--- src/rtl/instr_issuer.sv ---
// Instruction-side initiator: fetches 16-bit instructions, decodes their fields and
// hands each one to the datapath controller with a one-cycle start pulse.
module instr_issuer #(
  parameter int unsigned ADDR_W  = 8,
  parameter int unsigned TIMEOUT = 64,
  parameter logic [2:0]  HALT_OP = 3'b111
) (
  input  logic              clk,
  input  logic              rst_n,
  input  logic              go,
  output logic [ADDR_W-1:0] mem_addr,
  input  logic [15:0]       mem_rdata,
  input  logic              waiting,
  output logic              start,
  output logic [2:0]        opcode,
  output logic [1:0]        ALU_op,
  output logic [1:0]        shift_op,
  output logic [2:0]        rn,
  output logic [2:0]        rd,
  output logic [2:0]        rm,
  output logic [7:0]        imm8,
  output logic              halted,
  output logic              err,
  output logic [7:0]        issued
);

  typedef enum logic [2:0] {
    StIdle,
    StFetch,
    StLoad,
    StIssue,
    StWait,
    StHalt,
    StError
  } state_e;

  localparam logic [7:0] TLast = 8'(TIMEOUT - 1);

  state_e            state_q;
  logic [ADDR_W-1:0] pc_q;
  logic [15:0]       ir_q;
  logic [7:0]        tcount_q;
  logic              busy_seen_q;
  logic              halted_q;
  logic              err_q;
  logic [7:0]        issued_q;

  always_ff @(posedge clk) begin
    if (!rst_n) begin
      state_q     <= StIdle;
      pc_q        <= '0;
      ir_q        <= 16'h0000;
      tcount_q    <= 8'd0;
      busy_seen_q <= 1'b0;
      halted_q    <= 1'b0;
      err_q       <= 1'b0;
      issued_q    <= 8'd0;
    end else begin
      unique case (state_q)
        StIdle: begin
          if (go) begin
            pc_q    <= '0;
            state_q <= StFetch;
          end
        end
        StFetch: state_q <= StLoad;
        StLoad: begin
          ir_q <= mem_rdata;
          if (mem_rdata[15:13] == HALT_OP) begin
            halted_q <= 1'b1;
            state_q  <= StHalt;
          end else begin
            state_q <= StIssue;
          end
        end
        StIssue: begin
          if (waiting) begin
            issued_q    <= issued_q + 8'd1;
            busy_seen_q <= 1'b0;
            tcount_q    <= 8'd0;
            state_q     <= StWait;
          end
        end
        StWait: begin
          tcount_q <= tcount_q + 8'd1;
          if (!waiting) busy_seen_q <= 1'b1;
          // Completion needs a busy phase first; an early ready is stale.
          if (busy_seen_q && waiting) begin
            pc_q    <= pc_q + 1'b1;
            state_q <= StFetch;
          end else if (tcount_q == TLast) begin
            err_q   <= 1'b1;
            state_q <= StError;
          end
        end
        default: ; // StHalt and StError hold until reset
      endcase
    end
  end

  assign start    = (state_q == StIssue) && waiting;
  assign mem_addr = pc_q;
  assign opcode   = ir_q[15:13];
  assign ALU_op   = ir_q[12:11];
  assign rn       = ir_q[10:8];
  assign rd       = ir_q[7:5];
  assign shift_op = ir_q[4:3];
  assign rm       = ir_q[2:0];
  assign imm8     = ir_q[7:0];
  assign halted   = halted_q;
  assign err      = err_q;
  assign issued   = issued_q;

endmodule
--- config.mk ---
export PLATFORM = sky130hd
export DESIGN_NAME = instr_issuer
export DESIGN_NICKNAME = d
export VERILOG_FILES = /design/src/rtl/instr_issuer.sv
export SDC_FILE = /design/constraint.sdc
export NUM_CORES = 1
export LEC_CHECK = 0
export ABC_CLOCK_PERIOD_IN_PS = 3400
export CORE_ASPECT_RATIO = 0.6
export CORE_MARGIN = 2
export CORE_UTILIZATION = 51
export DETAILED_ROUTE_END_ITERATION = 12
export HOLD_SLACK_MARGIN = 0.08
export PLACE_DENSITY_LB_ADDON = 0.08
export SETUP_SLACK_MARGIN = 0.05
export SYNTH_ARGS = -nofsm -noshare
export SYNTH_HDL_FRONTEND = slang
export SYNTH_SLANG_ARGS = --single-unit
export TNS_END_PERCENT = 1
--- constraint.sdc ---
create_clock -name clk -period 3.4 [get_ports clk]
set_clock_uncertainty 0.1 [all_clocks]
set_input_delay 0.68 -clock clk [delete_from_list [all_inputs] [get_ports clk]]
set_output_delay 0.68 -clock clk [all_outputs]
set_load 0.01 [all_outputs]
Word level (Yosys, flattened, before mapping)
Cells that the tools add are included.

$add $sub $neg: 3. Equal/unequal tests: 11. Mux-type cells: 14. Bitwise gates (word level): 1. Reduce and logical (&&, ||, !) cells: 13.

Operators with widths (number): 8-bit case mux with 2 select lines (2); 8-bit by 1-bit adder with 8-bit output (second input constant) (3); 8-bit two-way mux (3); 3-bit two-way mux (5); 3-bit case mux with 5 select lines (1); 3-bit AND reduction (3); 8-bit by 6-bit equality test with 1-bit output (second input constant) (1); 2-bit != test (second input constant) (4); 3-bit by 2-bit equality test with 1-bit output (second input constant) (2); 3-bit equality test (second input constant) (2); 2-bit AND reduction (3); 5-bit nonzero test (1); 4-bit AND reduction (1); 2-bit nonzero test (2); 3-bit by 1-bit equality test with 1-bit output (second input constant) (1); 3-bit logical NOT (1); 3-bit != test (second input constant) (1); 1-bit logical AND (2); 1-bit two-way mux (2); 1-bit case mux with 2 select lines (1); 1-bit inverter (1).

Register bits after elaboration: 46. Word-level logic and storage cells: 50.

Depth between registers and ports, before layout
Depth in word-level cells: 4. Gate-level depth with buffers: 6. Mapped depth without buffers: 5.

Worst setup path before layout
No wires, ideal clock.

Path kind: input port to flip-flop. Start: input port waiting. End: register state_q[1]. Library setup time: 0.122 ns. Arrival: 1.501 ns. Required time: 3.178 ns. Slack: 1.677 ns. Stages: 4. Path buffers: 0. Cells stage by stage: and3b_2 -> nor3_1 -> or2_1 -> o311a_1.

Cells in the longest elaborated chain, start to end: 3.

RTL lines: from (decl) (line 13) `input logic waiting,`; 1-bit logical AND (line 88) `if (busy_seen_q && waiting) begin`; 3-bit two-way mux / 3-bit != test (equally long branches); 3-bit case mux with 5 select lines / 4-bit AND reduction (equally long branches); to (signal assigned) (line 63) `state_q <= StFetch;`; to (signal assigned) (line 90) `state_q <= StFetch;`; to (signal assigned) (line 93) `state_q <= StError;`; to (decl) (line 39) `state_e state_q;`.

Parallel ways exist; a longest one is shown, timed or not. A chain may end at the register's enable or synchronous reset.

Worst setup path after layout
Start: input port waiting. End: output port start.

Cells in the longest elaborated chain, start to end: 1.

RTL lines: 1-bit logical AND (line 101) `assign start = (state_q == StIssue) && waiting;`; to (decl) (line 14) `output logic start,`.

No other way between the ends.

==> flow_summary_export.csv <==
group,metric,value,unit
run_status,outcome,"completed",
cells_and_area,area_taken_by_multi_input_logic_gates,0.00115,mm²
timing,slew_viol_final,0,
critical_path,path_cells,"clkdlybuf4s50_1 -> nand4b_4 -> inv_1 -> clkdlybuf4s50_1",
drt,detail_route.wirelength,4830,µm
placed_design,buffer_ports.inserted,62,
drt,drt_first_iter_violations,66,
synthesis,synth.top_cell.area_share,0.411,
global_routing,gr_overflow_total,0,
synthesis,yosys-top-cells-area,"dfxtp_1 41%, nand2_1 6.7%, xnor2_1 4.3%",
timing,worst-slew-pin-transition,0.594,ns
cells_and_area,finish.instance_area,0.00291,mm²
critical_path,critPathCaptureType,"output port",
critical_path,timing.critical_path.max_delay_family,"buffers and inverters",
floorplanning,die_h,55.3,µm
timing,peak_clock_frequency_supported_by_timing,0.346,GHz
critical_path,crit_path_max_incr_delay,0.60,ns
critical_path,worst_path_most_repeated_cell,"clkdlybuf4s50_1",
clocking,postCtsResizedCells,0,
global_routing,number_of_antenna_violations_at_the_first_check_in_global_routing,0,
synthesis,combined_area_of_all_synthesized_cells,0.00224,mm²
clocking,cts_max_path_buffers,2,
timing,postLayoutSetupSlackWorst,0.508,ns
critical_path,critical_path_cell_with_the_highest_stage_delay,"clkdlybuf4s50_1",
synthesis,syn_inst_count,247,
synthesis,post_synth_num_cell_types,51,
cells_and_area,fill_cells,347,
clocking,clock_tree.htree_level_count,2,
critical_path,cp-start-kind,"primary input",
clocking,tritoncts,"built",
floorplanning,start_util,0.537,
clocking,cts.reportedPaths.clkPinSlew,0.08,ns
cells_and_area,antennaDiodeCount,0,
power,powerDensity,510,mW/mm²
drt,ant_nets,0,
timing,slew_headroom,0.604,
global_routing,grt_pass1_wl,7730,µm
placed_design,dp_hpwl,3420,µm
timing,setup_tns,0,ns
floorplanning,die_x_extent,89.5,µm
placed_design,gp_congestion,0.811,
drt,via_per_inst,5.15,
critical_path,buf_inv_stages_crit_path,3,
cells_and_area,layout.area.seq,921,µm²
global_routing,grtUsageTotal,0.198,
timing,min_period,2.89,ns
power,irDropWorstVdd,0.308,mV
cells_and_area,design.final.nets,321,
synthesis,postSynthNetCount,270,
synthesis,fraction_of_the_yosys_area_taken_by_sequential_cells,0.411,
min_path,min_path_type,"register to register",
floorplanning,placement_rows,18,
drt,remaining_routing_drc_violations,0,
synthesis,post-synth-top-area-cell,"dfxtp_1",
synthesis,synthesis.area_per_instance,9.06,µm²
cells_and_area,layout_cells_sized_above_1,0.0769,
critical_path,cp_data_required_time,2.62,ns
clocking,tritoncts.num_buffers,5,
cells_and_area,area_growth_syn_to_layout,29.9,%
placed_design,detailed_place.area,0.00282,mm²
timing,hold_ws,0.356,ns
critical_path,path_class,"primary input to output port",
critical_path,worstPathMaxFanout,5,
global_routing,first_global_vias,1601,
timing,hold_violations,0,
clocking,post-cts-setup-buffers,0,
drt,drt_pass_1_iters,4,
timing,final_min_period_over_clock_period,0.850,
clocking,clkLatencyLatePin,0.29,ns
timing,setup_violations,0,
placed_design,dp_slack,0.503,ns
run,cap_viol_max_count,0,
critical_path,worst-endpoint-arrival,2.11,ns
synthesis,register_bit_total_from_synthesis,46,
synthesis,syn_warnings,0,
floorplanning,core_region_area,0.00417,mm²
power,leakage,1.05,nW
clocking,cts_hold_buf,0,
floorplanning,num_io_pins,63,
global_routing,grt_start_max_net_pins,23,
timing,grt_setup_unrepaired,"no",
clocking,tritoncts_num_sinks,46,
drt,routedWlPerCell,13.5,µm
clocking,ctsRootBufferMaster,"clkbuf_8",
drt,routed-via-count,1849,
floorplanning,die_area,0.00495,mm²
-- synth_stat cells (all sizes together) --
cell type / number
a2111oi: 1
a211oi: 5
a21boi: 19
a21oi: 4
a22oi: 2
a31oi: 3
a41o: 1
a41oi: 1
and2: 7
and3: 4
and3b: 1
and4b: 1
buf: 15
clkbuf: 7
dfxtp: 46
ha: 3
inv: 4
mux2i: 2
nand2: 40
nand2b: 2
nand3: 7
nand3b: 1
nand4: 6
nand4b: 1
nand4bb: 1
nor2: 15
nor2b: 6
nor3: 5
nor3b: 2
nor4: 2
nor4b: 1
o21a: 3
o21ai: 7
o311a: 2
o31ai: 1
or2: 2
or3b: 3
xnor2: 11
xor2: 3
-- final timing paths --
check,start,end,slack [ns],cells past startpoint
setup / recovery,waiting,start,0.51,4
hold / removal,ir_q[13]$_SDFFE_PN0N_,ir_q[13]$_SDFFE_PN0N_,0.36,2
setup reg to reg,state_q[0]$_SDFFE_PN0P_,state_q[1]$_SDFFE_PN0P_,1.41,4
hold reg to reg,ir_q[13]$_SDFFE_PN0N_,ir_q[13]$_SDFFE_PN0N_,0.36,2
-- cell type report --
type	instances	area share
Clock buffer	7	0.0297
Clock inverter	1	0.00172
Inverter	4	0.00516
Multi-Input combinational cell	175	0.397
Sequential cell	46	0.317
Tap cell	60	0.0258
Timing Repair Buffer	66	0.224
-- power by group --
part	switching [W]	internal [W]	leakage [nW]
clock network	0.000179	0.000164	0.0482
registers	0.0000931	0.000598	0.372
logic	0.000220	0.000228	0.626
total	0.000492	0.000990	1.05
-- layer usage --
metal | part of all wire | vias up | track usage
met5 | 0 | - | 0
li1 | - | 949 | -
met1 | 0.51 | 837 | 0.301
met3 | 0.078 | 5 | 0.0538
met2 | 0.40 | 58 | 0.285
met4 | 0.0083 | 0 | 0.0320
-- stage by stage --
stage | total power [W] | util | instances
floorplan | 0.00101 | - | 247
global placement | 0.00114 | 0.676 | 351
detailed placement | 0.00115 | 0.676 | 351
CTS | 0.00149 | 0.698 | 359
global route | 0.00156 | 0.698 | 359
finish | 0.00148 | 0.698 | 359
-- tightest hold or removal path: stages, from the launching register on --
cell	delay, ns
dfxtp_1	0.32
nand2_1	0.05
a21boi_1	0.05
-- placed cells by master (no fill, tap or decap), types with 2 or more instances in the layout --
cell	instances
and3_1	3
clkdlybuf4s50_1	62
buf_4	4
inv_1	4
nand3_1	6
nand2b_1	2
or3b_1	2
xnor2_1	11
xor2_1	3
clkbuf_8	6
a21boi_0	9
o311a_1	2
a21boi_1	10
o21a_1	3
nor3_1	4
a22oi_1	2
a21oi_1	4
a31oi_1	3
and2_1	7
nor2b_1	6
nand4_1	6
nand2_1	40
ha_1	3
a211oi_1	5
o21ai_0	6
mux2i_1	2
nor2_1	15
dfxtp_1	46
-- sequential cells by signal, summed over array words and instances (netlist names) --
| signal | count |
|---|---|
| issued | 8 |
| err | 1 |
| state_q | 3 |
| busy_seen_q | 1 |
| mem_addr | 8 |
| ir_q | 16 |
| tcount_q | 8 |
| halted | 1 |
-- cells by family (layout without fill, tap and decap cells) --
group / count (synthesis) / after routing / share of synthesized area
xor gates and xnor gates: 14 / 14 / 0.0548
AOI/OAI and AO/OA: 49 / 49 / 0.163
adders and majority gates: 3 / 3 / 0.0168
and+or+nand+nor: 107 / 107 / 0.272
muxes: 2 / 2 / 0.00894
buffers and inverters: 26 / 78 / 0.0727
DFF: 46 / 46 / 0.411
Note: power is estimated with default switching activity, not from simulation.
==> RTL edit: new RTL, same flow settings <==
Set the parameter `ADDR_W` to 6 (it was 8).
--- a/src/rtl/instr_issuer.sv
+++ b/src/rtl/instr_issuer.sv
@@ -3,3 +3,3 @@
 module instr_issuer #(
-  parameter int unsigned ADDR_W  = 8,
+  parameter int unsigned ADDR_W  = 6,
   parameter int unsigned TIMEOUT = 64,
Ports: changed (resized mem_addr); port bits go from 63 to 61. The function was not compared with the original's and may differ.
==> RTL edit against the original RTL <==
Worst setup slack got worse by 0.067 ns. Design area decreased by 7.1%. Sequential cell count fell by 2. Synthesized area down 7.8%. Routed wire length shrank 13%. Register-to-register slack worse by 0.04 ns. Sequential share of layout area up 0.94 points. Critical path depth unchanged. Total power down 6.2%. Largest cell class unchanged. Highest routed layer unchanged.
==> RTL edit: results (changes against the original RTL) <==
run_status:
  outcome: "finished clean"
min_path:
  hold_path_class: "reg2reg"
  holdPathEnd: "ir_q[14]"
  hold_start: "ir_q[14]"
synthesis:
  avgSynthCellArea_um2: 8.633  # -4.7%
  synth_fa_ha_area_share_pct: 1.819  # +0.14 points
  yosys.area_share.xor_xnor_pct: 5.094  # -0.38 points
  synth_compound_area_share_pct: 17.47  # +1.1 points
  syn_nets: 262  # -3.0%
  yosys-top-cells-area: "dfxtp_1, nand2_1, a21boi_0"
  synthTopCellsByCount: "dfxtp_1, nand2_1, a21boi_0"
  muxShareOfSynthArea_pct: 0.4851  # -0.41 points
  yosysSeqAreaShare_pct: 42.69  # +1.6 points
  synthDistinctLibCells: 46  # -9.8%
layout:
  layout-drive-gt1-share_pct: 5.190  # -2.5 points
  syn2layout_area_growth_pct: 30.93
  stdcell_count: 336  # -6.4%
  finalNetCount: 312  # -2.8%
timing:
  slew-limit-headroom_pct: 56.46  # -3.9 points
  holdWs_ns: 0.3609  # +0.004391 ns
clocking:
  htreeDepth: 2  # unchanged
  postCtsSetupBuffers: 0  # unchanged
  root_buffer: "clkbuf_8"
pwr:
  peakVddDrop_uv: 378.4  # +23%
  leakage_uw: 0.0009577  # -8.5%
routing:
  drt_iter0_markers: 109  # +65%
  totalWireLength_mm: 4.217  # -13%
  drtPass1Iterations: 5  # +1
  vias: 1769  # -4.3%
place:
  place_congestion: 0.7909  # -2.5%
  io_buffers: 60  # -3.2%
  placed_cell_area_um2: 2624  # -6.8%
  place_ws_ns: 0.4469  # -0.05636 ns
worst_setup_path:
  cpPeakStageDelay_ns: 0.58  # -0.02 ns
  r2r_cells: 4  # unchanged
  critPathMaxFanout: 7  # +2
  timing.rr.end: "tcount_q[7]"
  r2r_slack_ns: 1.37  # -0.04 ns
  crit_arrival_ns: 2.18  # +0.07 ns
  critPathSlowestCell: "clkdlybuf4s50_1"
  crit_start: "waiting"
global_routing:
  grtUsageTotal_pct: 19.86  # +0.035 points
  grt_pass1_wl_mm: 7.065  # -8.7%
[RTL edit: cell types whose count changed after synthesis, moves of 3 or more]
cell / unedited run / this run
xor2_1: 3 / 0
a21oi_1: 4 / 7
a211oi_1: 5 / 2
clkbuf_1: 6 / 9
nand2b_1: 2 / 5
a21boi_1: 10 / 1
a21boi_0: 9 / 17
nand2_1: 40 / 44
[RTL edit: power by group]
group | switching [uW] | leakage (uW) | internal, uW
clock network | 168 | 0.0000410 | 140
registers | 68.6 | 0.000356 | 572
logic | 228 | 0.000560 | 214
[RTL edit: cell type report]
type | count | area [um^2]
Clock buffer | 6 | 72.57
Clock inverter | 1 | 5.005
Fill cell | 302 | 1064
Inverter | 5 | 18.77
Multi-Input combinational cell | 170 | 1042
Sequential cell | 44 | 880.8
Tap cell | 47 | 58.81
Timing Repair Buffer | 63 | 623.1
[RTL edit: worst max path at each step]
stage / cells past startpoint / slack [ns] / endpoint
3_3_place_gp: 4 / 0.46 / start
6_report: 4 / 0.44 / start
5_1_grt: 4 / 0.35 / start
4_1_cts: 4 / 0.45 / start
2_1_floorplan: 2 / 1.58 / start
3_5_place_dp: 4 / 0.45 / start
[RTL edit: metal layers]
layer / GRT usage [%] / share of wire [%] / up-vias / wire length (um)
met1: 28.16 / 53 / 800 / 2256
met4: 5.820 / 0.33 / 0 / 14
met5: 0 / 0 / - / 0
met2: 29.20 / 40 / 59 / 1692
met3: 5.616 / 6.0 / 2 / 253
li1: - / - / 908 / -
[RTL edit: kinds of logic (layout without fill, tap and decap cells)]
family / after synthesis / count (layout)
adder cells (fa/ha/maj): 3 / 3
multiplexers: 1 / 1
AND/OR/NAND/NOR: 105 / 105
flip-flops: 44 / 44
buffers and inverters: 25 / 75
AO/OA/AOI/OAI: 49 / 49
XOR/XNOR: 12 / 12
